[config.mk]
export PLATFORM = sky130hd
export DESIGN_NAME = tipi_rpi_link_flat
export DESIGN_NICKNAME = d
export VERILOG_FILES = /design/src/rtl/tipi_rpi_link_if.sv /design/src/rtl/tipi_rpi_link.sv /design/src/flat_wrapper.sv
export SDC_FILE = /design/constraint.sdc
export NUM_CORES = 1
export LEC_CHECK = 0
export CELL_PAD_IN_SITES_DETAIL_PLACEMENT = 0
export CELL_PAD_IN_SITES_GLOBAL_PLACEMENT = 1
export CORE_MARGIN = 4
export CORE_UTILIZATION = 44
export DETAILED_ROUTE_END_ITERATION = 8
export PLACE_DENSITY_LB_ADDON = 0.1
export RECOVER_POWER = 100
export SYNTH_ARGS = -nofsm -noshare
export SYNTH_HDL_FRONTEND = slang
export SYNTH_SLANG_ARGS = --single-unit
[constraint.sdc]
create_clock -name clk -period 2.56 [get_ports clk]
set_input_delay 0.384 -clock clk [delete_from_list [all_inputs] [get_ports clk]]
set_output_delay 0.384 -clock clk [all_outputs]
set_load 0.05 [all_outputs]
[src/rtl/tipi_rpi_link_if.sv]
// Command/response port of the TIPI link master engine.
// The host drives commands through the master modport, and the engine serves them through the slave modport.
interface tipi_rpi_link_if;
  logic       cmd_valid;
  logic       cmd_ready;
  logic       cmd_read;
  logic       cmd_dc;
  logic [0:7] cmd_wdata;
  logic       rsp_valid;
  logic [0:7] rsp_rdata;
  logic       rsp_err;

  modport master (
    output cmd_valid, cmd_read, cmd_dc, cmd_wdata,
    input  cmd_ready, rsp_valid, rsp_rdata, rsp_err
  );

  modport slave (
    input  cmd_valid, cmd_read, cmd_dc, cmd_wdata,
    output cmd_ready, rsp_valid, rsp_rdata, rsp_err
  );
endinterface

[src/rtl/tipi_rpi_link.sv]
// Pi-side serial master for the TIPI latch link.
// Each command becomes a 9-period write (into RD/RC) or read (from TD/TC) on r_clk.
module tipi_rpi_link #(
  parameter int HALF_PERIOD = 12
) (
  input  logic            clk,
  input  logic            reset_n,
  tipi_rpi_link_if.slave  host,
  output logic            link_up,
  output logic            r_clk,
  output logic            r_rt,
  output logic            r_le,
  output logic            r_dout,
  output logic            r_dc,
  input  logic            r_din,
  input  logic            r_reset
);

  localparam int CNT_W = $clog2(HALF_PERIOD);

  typedef enum logic [1:0] {IDLE, LOW, HIGH, DONE} state_t;

  state_t           state;
  logic [CNT_W-1:0] ph_cnt;
  logic [3:0]       bit_idx;
  logic             op_read;
  logic             op_dc;
  logic             abort;
  logic [0:7]       op_wdata;
  logic [0:6]       rdata_sh;
  logic             din_p0, din_p1;
  logic             lrst_p0, lrst_p1;
  logic             ph_last;

  assign ph_last = (ph_cnt == CNT_W'(HALF_PERIOD - 1));

  // Link pin pattern {rt, le, dout, dc} for bit period idx.
  function automatic logic [3:0] link_bits(input logic rd, input logic dc,
                                           input logic [0:7] wd, input logic [3:0] idx);
    logic [3:0] b;
    if (rd)
      b = {1'b1, idx == 4'd0, 1'b0, dc};
    else if (idx == 4'd8)
      b = {1'b0, 1'b1, 1'b0, dc};
    else
      b = {1'b0, 1'b0, wd[idx[2:0]], dc};
    return b;
  endfunction

  always_ff @(posedge clk or negedge reset_n) begin
    if (!reset_n) begin
      din_p0  <= 1'b0;
      din_p1  <= 1'b0;
      lrst_p0 <= 1'b0;
      lrst_p1 <= 1'b0;
      link_up <= 1'b0;
    end else begin
      din_p0  <= r_din;
      din_p1  <= din_p0;
      lrst_p0 <= r_reset;
      lrst_p1 <= lrst_p0;
      link_up <= ~lrst_p1;
    end
  end

  always_ff @(posedge clk or negedge reset_n) begin
    if (!reset_n) begin
      state          <= IDLE;
      ph_cnt         <= '0;
      bit_idx        <= 4'd0;
      op_read        <= 1'b0;
      op_dc          <= 1'b0;
      op_wdata       <= 8'h00;
      abort          <= 1'b0;
      rdata_sh       <= 7'h00;
      r_clk          <= 1'b0;
      r_rt           <= 1'b0;
      r_le           <= 1'b0;
      r_dout         <= 1'b0;
      r_dc           <= 1'b0;
      host.cmd_ready <= 1'b1;
      host.rsp_valid <= 1'b0;
      host.rsp_rdata <= 8'h00;
      host.rsp_err   <= 1'b0;
    end else begin
      host.rsp_valid <= 1'b0;
      case (state)
        IDLE: begin
          if (host.cmd_valid && host.cmd_ready) begin
            op_read        <= host.cmd_read;
            op_dc          <= host.cmd_dc;
            op_wdata       <= host.cmd_wdata;
            bit_idx        <= 4'd0;
            ph_cnt         <= '0;
            abort          <= lrst_p1;
            host.cmd_ready <= 1'b0;
            state          <= LOW;
            // A link already in reset gets no pin activity at all.
            if (!lrst_p1)
              {r_rt, r_le, r_dout, r_dc} <= link_bits(host.cmd_read, host.cmd_dc,
                                                      host.cmd_wdata, 4'd0);
          end
        end
        LOW: begin
          if (abort) begin
            state                      <= DONE;
            host.rsp_valid             <= 1'b1;
            host.rsp_err               <= 1'b1;
            {r_rt, r_le, r_dout, r_dc} <= 4'b0000;
          end else if (ph_last) begin
            ph_cnt <= '0;
            if (lrst_p1) begin
              state                      <= DONE;
              host.rsp_valid             <= 1'b1;
              host.rsp_err               <= 1'b1;
              {r_rt, r_le, r_dout, r_dc} <= 4'b0000;
            end else begin
              state <= HIGH;
              r_clk <= 1'b1;
            end
          end else begin
            ph_cnt <= ph_cnt + CNT_W'(1);
          end
        end
        HIGH: begin
          if (ph_last) begin
            ph_cnt <= '0;
            r_clk  <= 1'b0;
            // Sample point: HALF_PERIOD-1 cycles after the rise, synchroniser included.
            if (op_read && bit_idx != 4'd0 && bit_idx != 4'd8)
              rdata_sh[3'(bit_idx - 4'd1)] <= din_p1;
            if (lrst_p1) begin
              state                      <= DONE;
              host.rsp_valid             <= 1'b1;
              host.rsp_err               <= 1'b1;
              {r_rt, r_le, r_dout, r_dc} <= 4'b0000;
            end else if (bit_idx < 4'd8) begin
              bit_idx <= bit_idx + 4'd1;
              state   <= LOW;
              {r_rt, r_le, r_dout, r_dc} <= link_bits(op_read, op_dc, op_wdata,
                                                      bit_idx + 4'd1);
            end else begin
              state                      <= DONE;
              host.rsp_valid             <= 1'b1;
              host.rsp_err               <= 1'b0;
              {r_rt, r_le, r_dout, r_dc} <= 4'b0000;
              if (op_read)
                host.rsp_rdata <= {rdata_sh, din_p1};
            end
          end else begin
            ph_cnt <= ph_cnt + CNT_W'(1);
          end
        end
        DONE: begin
          state          <= IDLE;
          abort          <= 1'b0;
          host.cmd_ready <= 1'b1;
        end
        default: state <= IDLE;
      endcase
    end
  end

endmodule
[src/flat_wrapper.sv]
// flat-port wrapper written by rule: the top's interface ports become plain ports
module tipi_rpi_link_flat 
#(
  parameter int HALF_PERIOD = 12
)
  (clk, reset_n, link_up, r_clk, r_rt, r_le, r_dout, r_dc, r_din, r_reset, host_cmd_valid, host_cmd_read, host_cmd_dc, host_cmd_wdata, host_cmd_ready, host_rsp_valid, host_rsp_rdata, host_rsp_err);
  tipi_rpi_link_if host_i ();
  input  logic clk;
  input  logic reset_n;
  output logic link_up;
  output logic r_clk;
  output logic r_rt;
  output logic r_le;
  output logic r_dout;
  output logic r_dc;
  input  logic r_din;
  input  logic r_reset;
  input wire logic [$bits(host_i.cmd_valid)-1:0] host_cmd_valid;
  input wire logic [$bits(host_i.cmd_read)-1:0] host_cmd_read;
  input wire logic [$bits(host_i.cmd_dc)-1:0] host_cmd_dc;
  input wire logic [$bits(host_i.cmd_wdata)-1:0] host_cmd_wdata;
  output wire logic [$bits(host_i.cmd_ready)-1:0] host_cmd_ready;
  output wire logic [$bits(host_i.rsp_valid)-1:0] host_rsp_valid;
  output wire logic [$bits(host_i.rsp_rdata)-1:0] host_rsp_rdata;
  output wire logic [$bits(host_i.rsp_err)-1:0] host_rsp_err;
  assign host_i.cmd_valid = host_cmd_valid;
  assign host_i.cmd_read = host_cmd_read;
  assign host_i.cmd_dc = host_cmd_dc;
  assign host_i.cmd_wdata = host_cmd_wdata;
  assign host_cmd_ready = host_i.cmd_ready;
  assign host_rsp_valid = host_i.rsp_valid;
  assign host_rsp_rdata = host_i.rsp_rdata;
  assign host_rsp_err = host_i.rsp_err;
  tipi_rpi_link #(.HALF_PERIOD(HALF_PERIOD)) u_core (.clk(clk), .reset_n(reset_n), .host(host_i), .link_up(link_up), .r_clk(r_clk), .r_rt(r_rt), .r_le(r_le), .r_dout(r_dout), .r_dc(r_dc), .r_din(r_din), .r_reset(r_reset));
endmodule
==> summary by stage, run 1 <==
Clocking
The setup fix buffers added after clock tree synthesis is 0. TritonCTS built the clock tree. The sink count of the clock tree is 49. The clock-pin transition on the worst setup and hold timing paths is 80 ps. The H-tree depth reported by CTS is 2. In this run the deepest clock path goes through 2 buffers. The buffer cell driving the clock tree root is sky130_fd_sc_hd__clkbuf_8. The later pin in the worst-skew pair is clocked with a latency of 310 ps. In this run, post-CTS repair resized a total of 0 instances. The clock buffer count from CTS is 5. The total of hold buffers inserted after clock tree synthesis is 0.

Detailed routing
The first detailed-routing pass ran for 4 iterations. In the routed design, unresolved DRC markers number 0. Once detail routing completed, the nets flagged for antenna violations numbered 0. The mean number of vias per cell is 5.393. The routed layout has 1688 vias. Dividing the detail-routed wire length by the instance count gives 15.03 microns. The aggregate routed wire length is 4.704 mm. After the first detailed-routing iteration, the DRC count stood at 108.

Place
Including well taps, the total number of placed cells is 305. The total half-perimeter wirelength after legalization and detailed placement is 3.458 mm. The number of buffer cells added on primary ports is 31.

In this run the cell area measured after placement is 0.002790 sq mm. The worst slack at placement is 534.7 ps. The congestion estimate from routability-driven global placement came to 0.8972.

Finish
The final instance area is 0.002821 sq mm. 0 antenna diodes ended up in the layout. The net count of the finished layout is 266. The area growth from synthesis to layout is 16.24%. The share of the core filled with cells is 0.5387.

The proportion of layout cells with a drive suffix above 1 is 0.1564. Leaving out filler cells and counting taps, the final layout contains 313.

Worst hold path
The kind of path behind the tightest hold check is reg -> reg. In this run the most critical hold path is launched from u_core.din_p0$_DFF_PN0_.

STA
The final-layout worst hold slack is 355.0 ps. The count of final setup violators is 0. Dividing the final minimum period by the clock period gives 0.8467. The clock arrives with 9.232 ps of skew.

The worst path meets setup with 392.5 ps of slack. The timing-limited maximum frequency is 461.4 MHz. At the pin with the least slew margin, the transition time is 1182 ps. The minimum clock period after layout is 2168 ps.

Setup repair after global routing left no endpoint under its margin. The final-layout setup total negative slack is 0 ps. Measured against its own limit, the worst slew margin works out to 0.2122. The number of max-slew violations in the final report came to 0.

The number of failing hold endpoints at the final stage is 0.

Worst setup path
In this run the critical register-to-register path is launched from u_core.state[1]$_DFFE_PN0P_. The biggest fanout along the worst timing path is 7. Traced cell by cell, the critical path runs through inv_1, ha_1, nor2b_1, nor2_1, o21ai_0, mux2_2. The type of the setup path with the least slack is reg -> reg. The endpoint type of the worst setup path is a flop. The critical path arrival is 2360 ps. Among cell families on the critical path, the largest total delay comes from compound AO/OA/AOI/OAI gates. The worst path buffer plus inverter count is 1.

The worst register-to-register path has a setup slack of 390 ps. The peak per-stage delay on the critical path is 490 ps. Among all stages on the critical path, the largest delay is contributed by sky130_fd_sc_hd__o21ai_0.

The most critical setup path has its startpoint at u_core.state[1]$_DFFE_PN0P_. The kind of launch point of the worst setup path is a flop. Data on the critical path is required at its endpoint by 2750 ps.

Pwr
The switching component of the power is 1.020 mW. The cell-internal power is 1.587 mW. The proportion of power drawn by the clock network is 0.170. For this design the ratio of total power to cell area is 923.7 mW/mm^2. Summed over all cells, the static leakage comes to 1.300 nW. Of the total power, combinational logic draws 0.412. Across the VDD grid, the largest voltage drop is 0.6391 mV. The post-layout total power is 2.606 mW. The switching share of power is 0.3912. The fraction of power consumed by sequential logic is 0.418.

Die
The initial utilization of the core area, before any placement, comes to 0.4634. From left edge to right edge, the die measures 82.28 microns. The area inside the core boundary is 0.005238 sq mm. The count of pins on the block boundary is 32. The height of the die is 82.28 microns. The number of placement rows is 26.

The full die area is 0.006769 sq mm.

Synthesis
Yosys instantiated no cell more often than sky130_fd_sc_hd__dfrtp_1. The area share of the largest cell type after synthesis is 0.4948. After synthesis the cells add up to 0.002427 sq mm. In the synthesized netlist, the cells that appear most often are 48 x sky130_fd_sc_hd__dfrtp_1, 25 x sky130_fd_sc_hd__mux2_2, 17 x sky130_fd_sc_hd__nand2_1.

For this run, asynchronously set or reset flops after synthesis account for 1.000. The post-synthesis cell count is 209. The largest total area in the synthesized netlist belongs to sky130_fd_sc_hd__dfrtp_1.

The register bit total from synthesis is 49. The count of warnings emitted by yosys is 0. When the netlist entered floorplanning its net count stood at 233. After synthesis, the cell types taking the most area are sky130_fd_sc_hd__dfrtp_1 49%, sky130_fd_sc_hd__mux2_2 12%, sky130_fd_sc_hd__ha_1 4.6%.

The post-synthesis area per instance is 11.61 sq um. For this run, the leading register cell type out of synthesis is sky130_fd_sc_hd__dfrtp_1. Counting flops with a built-in enable in the synthesized netlist gives 0.

The share of synthesized area occupied by flip-flops and latches is 0.5057. The post-synthesis cell type count is 43.

Global route
The number of global-route vias before repair is 1712. The initial antenna violation count was 0. The first global-routing pass estimated 7.659 mm of wire.

The aggregate global routing overflow is 0. For this run, the total global-route usage over all layers was measured as 0.1471. The pin count of the biggest net entering global routing is 50.

Outcome
The run finished with clean final reports.

Run
The number of max-capacitance violations reported is 0.
cell families after synthesis:
family	synth area share
and+or+nand+nor	0.1428
DFF	0.5057
AOI/OAI and AO/OA	0.1031
muxes	0.1479
buffers and inverters	0.03247
adders and majority gates	0.04639
xor gates and xnor gates	0.02165
worst paths after layout:
check                      cells after the start                              to
min in group asynchronous                      2  u_core.rdata_sh[6]$_DFFE_PN0P_
hold / removal                                 0         u_core.din_p1$_DFF_PN0_
setup reg to reg                               6         u_core.r_dc$_DFFE_PN0P_
max in group asynchronous                      2  u_core.rdata_sh[4]$_DFFE_PN0P_
setup / recovery                               6         u_core.r_dc$_DFFE_PN0P_
hold reg to reg                                0         u_core.din_p1$_DFF_PN0_
state kept, by name (all words and copies together), names as in the netlist, 2 cells and up:
register	flops
u_core.ph_cnt	4
u_core.rdata_sh	7
u_core.state	2
u_core.op_wdata	8
u_core.host.rsp_rdata	8
u_core.bit_idx	4
area by class of cell:
type / instances / area (sq um)
fillers: 454 / 2416
flip-flops and latches: 49 / 1227
multi-input cells: 144 / 1071
repair buffers: 33 / 317.8
well taps: 70 / 87.58
clock buffers: 7 / 76.32
inverters: 9 / 33.78
clock inverters: 1 / 7.507
cell usage in the layout, fill, tap and decap left out, drive strengths merged, types with 3 or more instances in the layout:
cell type      count
clkdlybuf4s50     11
dlygate4sd3       19
inv                9
nand3             12
ha                 9
xor2               4
o21ai             17
mux2              27
clkbuf             8
and3               3
dfrtp             48
a21oi              8
nor3               4
nor2              11
o31ai              3
nor2b              3
nand2             17
layer usage:
metal,global-route usage,wire length [microns]
met5,0,0
met4,0.05980,63
met3,0.04013,243
met2,0.2260,2221
met1,0.1962,2176
power by group through the flow:
stage                     clock [mW]  combinational, mW  sequential (mW)
final                          0.444               1.07             1.09
after global routing           0.496               1.17             1.10
after CTS                      0.462               1.09             1.09
after detailed placement           0               1.09             1.10
after global placement             0               1.06             1.09
after floorplan                    0              0.658             1.21
worst reg2reg max path: stages (launching register included):
cell and delay (ps):
sky130_fd_sc_hd__dfrtp_1 450, sky130_fd_sc_hd__inv_1 130, sky130_fd_sc_hd__ha_1 260, sky130_fd_sc_hd__nor2b_1 230, sky130_fd_sc_hd__nor2_1 90, sky130_fd_sc_hd__o21ai_0 490
sky130_fd_sc_hd__mux2_2 400
(Power assumes the default switching activity.)
==> run 2: changes to the inputs <==
--- a/config.mk
+++ b/config.mk
@@ -8,7 +8,7 @@
 export CELL_PAD_IN_SITES_DETAIL_PLACEMENT = 0
 export CELL_PAD_IN_SITES_GLOBAL_PLACEMENT = 1
 export CORE_MARGIN = 4
-export CORE_UTILIZATION = 44
+export CORE_UTILIZATION = 39
 export DETAILED_ROUTE_END_ITERATION = 8
 export PLACE_DENSITY_LB_ADDON = 0.1
 export RECOVER_POWER = 100
==> constraint.sdc (replaced) <==
create_clock -name clk -period 1.9 [get_ports clk]
set_input_delay 0.285 -clock clk [delete_from_list [all_inputs] [get_ports clk]]
set_output_delay 0.285 -clock clk [all_outputs]
set_load 0.05 [all_outputs]
==> run 2 against run 1 <==
Effect of this change: clock power up 46%; clock-buffer cell count shrank 1; first-iteration DRC count shrank 49%; cell count is 6.4% higher; register-to-register slack lost 310 ps; global-route usage decreased by 0.49 points; critical path depth fell by 5; critical path type is now reg -> out.
==> summary by stage, run 2 (synthesized netlist as in run 1, its figures left out) <==
Outcome
Outcome: complete, no violations (unchanged).

STA
The clock skew after layout is 5.844 ps (was 9.232 ps). The final worst-path cycle share is 0.9610. The final-layout worst hold slack came to 358.2 ps (was 355.0 ps). The smallest clock period supported by the final layout is computed as 1826 ps.

The worst max-slew margin expressed relative to the limit was 0.2291 (was 0.2122). The timing-limited maximum frequency is 547.7 MHz. The number of failing hold endpoints at the final stage is 0 (unchanged). The count of final setup violators was 0 (unchanged). The number of max-slew violations in the final report is 0 (unchanged). The actual slew at the worst max-slew pin is 1156 ps (was 1182 ps). The final-layout setup total negative slack is 0 ps (unchanged). Setup repair after global routing missed its margin: no (unchanged).

Finish
Registers with the highest flip-flop counts: u_core.host.rsp_rdata x8, u_core.op_wdata x8, u_core.rdata_sh x7 (unchanged). The most frequent standard cell in the layout excluding fill and tap cells is sky130_fd_sc_hd__dfrtp_1 (unchanged). The number of diodes is 0 (unchanged). The proportion of layout cells with a drive suffix above 1 is 0.2558 (was 0.1564). The area growth from synthesis to layout is 24.23% (was 16.24%).

The post-route non-filler standard cell count is 333 (was 313). The net count of the finished layout is 281 (was 266). Leading cell types in the layout, fill and taps excluded: 48 x sky130_fd_sc_hd__dfrtp_1, 25 x sky130_fd_sc_hd__mux2_2, 17 x sky130_fd_sc_hd__nand2_1 (was 48 x sky130_fd_sc_hd__dfrtp_1, 25 x sky130_fd_sc_hd__mux2_2, 19 x sky130_fd_sc_hd__dlygate4sd3_1).

Run
The number of max-capacitance violations reported is 0 (unchanged).

Die
The count of pins on the block boundary is 32 (unchanged). The overall die width was 86.89 microns (was 82.28 microns). The number of placement rows was 28 (was 26). The starting density of the core was 0.4052 (was 0.4634).

The height of the die is 86.89 microns (was 82.28 microns). The full die area is 0.007550 sq mm (was 0.006769 sq mm). The area inside the core boundary is 0.005991 sq mm (was 0.005238 sq mm).

Place
The number of buffer cells added on primary ports is 31 (unchanged). The final weighted congestion in routability-driven placement is 0.7687 (was 0.8972). The total half-perimeter wirelength after legalization and detailed placement is 3.663 mm (was 3.458 mm). The number of placed instances with taps included is 323 (was 305).

Worst setup path
The critical path's top delay family is buffers and inverters (was compound AO/OA/AOI/OAI gates). The critical path required time was 1620 ps (was 2750 ps). The endpoint type of the worst setup path is an output port (was flop). The library cell contributing the largest single delay on the critical path is sky130_fd_sc_hd__clkdlybuf4s50_1 (was sky130_fd_sc_hd__o21ai_0). The kind of launch point of the worst setup path was a flop (unchanged).

The type of the setup path with the least slack is reg -> out (was reg -> reg). The critical path arrival is 1540 ps (was 2360 ps). The worst path buffer plus inverter count came to 1 (unchanged). Worst-path cell chain: clkdlybuf4s50_1 (was inv_1, ha_1, nor2b_1, nor2_1, o21ai_0, mux2_2). The peak per-stage delay on the critical path is 830 ps (was 490 ps). The biggest fanout along the worst timing path is 4 (was 7).

Clocking
The H-tree depth reported by CTS came to 2 (unchanged). The clock network latency to the later pin of the worst-skew pair was 300 ps (was 310 ps). The buffer cell driving the clock tree root was sky130_fd_sc_hd__clkbuf_8 (unchanged). The clock-pin transition on the worst setup and hold timing paths came to 90 ps (was 80 ps).

The TritonCTS clock tree is yes (unchanged). The number of buffers on the longest clock path is 2 (unchanged). The clock buffer count from CTS is 5 (unchanged).

The sink count of the clock tree is 49 (unchanged).

Pwr
The maximum VDD drop is 0.6489 mV (was 0.6391 mV). The leakage power summed over all cells came to 1.383 nW (was 1.300 nW). The combinational power share came to 0.441 (was 0.412). The fraction of power consumed by sequential logic is 0.386 (was 0.418). The proportion of power drawn by the clock network is 0.173 (was 0.170). The post-layout total power is 3.747 mW (was 2.606 mW). The switching share of power is 0.3821 (was 0.3912). The cell-internal power is 2.315 mW (was 1.587 mW). The switching component of the power is 1.431 mW (was 1.020 mW).

The total power density per cell area is 1242 mW/mm^2 (was 923.7 mW/mm^2).

Detailed routing
The number of detailed-routing iterations run before antenna repair is 4 (unchanged). The via count is 1708 (was 1688). The number of nets still failing antenna checks after routing is 0 (unchanged). The post-route DRC violation count is 0 (unchanged). The mean number of vias per cell was 5.129 (was 5.393).

The violation count after the first detailed-route iteration is 55 (was 108). The aggregate routed wire length is 4.932 mm (was 4.704 mm). The post-detailed-route wirelength per cell is 14.81 microns (was 15.03 microns).

Global route
The number of global-route vias before repair is 1782 (was 1712). The aggregate global-route resource usage is 0.1422 (was 0.1471). The pin count of the biggest net entering global routing came to 30 (was 50). The initial antenna violation count is 0 (unchanged). The aggregate global routing overflow is 0 (unchanged). The global-route wire length before repair was 8.355 mm (was 7.659 mm).

Worst hold path
The kind of path behind the tightest hold check was reg -> reg (unchanged).
run 2: cell count changes in the layout (fill, tap and decap cells not counted), moves of 3 or more:
cell / change
sky130_fd_sc_hd__buf_4: +10
sky130_fd_sc_hd__clkdlybuf4s50_1: +3
sky130_fd_sc_hd__dlygate4sd3_1: -3
sky130_fd_sc_hd__nand3_1: -3
sky130_fd_sc_hd__nor3_1: -3
sky130_fd_sc_hd__nor3_2: +3
run 2: final cells by class:
type | count | area, sq um
Timing Repair Buffer | 48 | 419.2
Tap cell | 75 | 93.84
Fill cell | 581 | 2975
Clock inverter | 2 | 13.76
Sequential cell | 49 | 1227
Inverter | 9 | 33.78
Clock buffer | 6 | 82.58
Multi-Input combinational cell | 144 | 1145
run 2: metal layers:
metal / up-vias / global-route usage / share of wire
met3: 6 / 0.03217 / 0.044
li1: 839 / - / -
met4: 0 / 0.04674 / 0.010
met5: - / 0 / 0
met1: 826 / 0.1942 / 0.49
met2: 37 / 0.2236 / 0.45
run 2: per-stage QoR:
stage / setup WS, ps / instance area [sq um] / util
after floorplan: 6.528 / 2427 / -
after global placement: 6.638 / 2904 / 0.4848
after detailed placement: 12.52 / 2904 / 0.4848
after CTS: 37.60 / 3018 / 0.5038
after global routing: 5.219 / 3015 / 0.5033
final: 74.14 / 3015 / 0.5033
run 2: timing repair:
item,CTS,global route
endpoints found under the setup margin,1,12
resized for setup,1,9
hold endpoints to repair,20,0
pin swaps,0,0
setup buffers,0,1
cloned,0,0
hold buffers,1,0
run 2: worst paths after layout:
check / from / to / slack (ps) / cells after the start
worst min-delay path: u_core.din_p0$_DFF_PN0_ / u_core.din_p1$_DFF_PN0_ / 360 / 0
min in group asynchronous: reset_n / u_core.host.rsp_err$_DFFE_PN0P_ / 730 / 2
worst min register to register: u_core.din_p0$_DFF_PN0_ / u_core.din_p1$_DFF_PN0_ / 360 / 0
worst max-delay path: u_core.host.rsp_err$_DFFE_PN0P_ / host_rsp_err / 70 / 1
max in group asynchronous: reset_n / u_core.host.cmd_ready$_DFFE_PN1P_ / 290 / 3
worst max register to register: u_core.bit_idx[0]$_DFFE_PN0P_ / u_core.r_dout$_DFFE_PN0P_ / 80 / 6
run 2: power groups by stage:
stage	logic, mW	clock network [mW]	registers [mW]
final	1.65	0.648	1.45
after floorplan	0.886	0	1.63
after CTS	1.67	0.683	1.45
after global routing	1.82	0.716	1.48
after detailed placement	1.66	0	1.47
after global placement	1.65	0	1.46
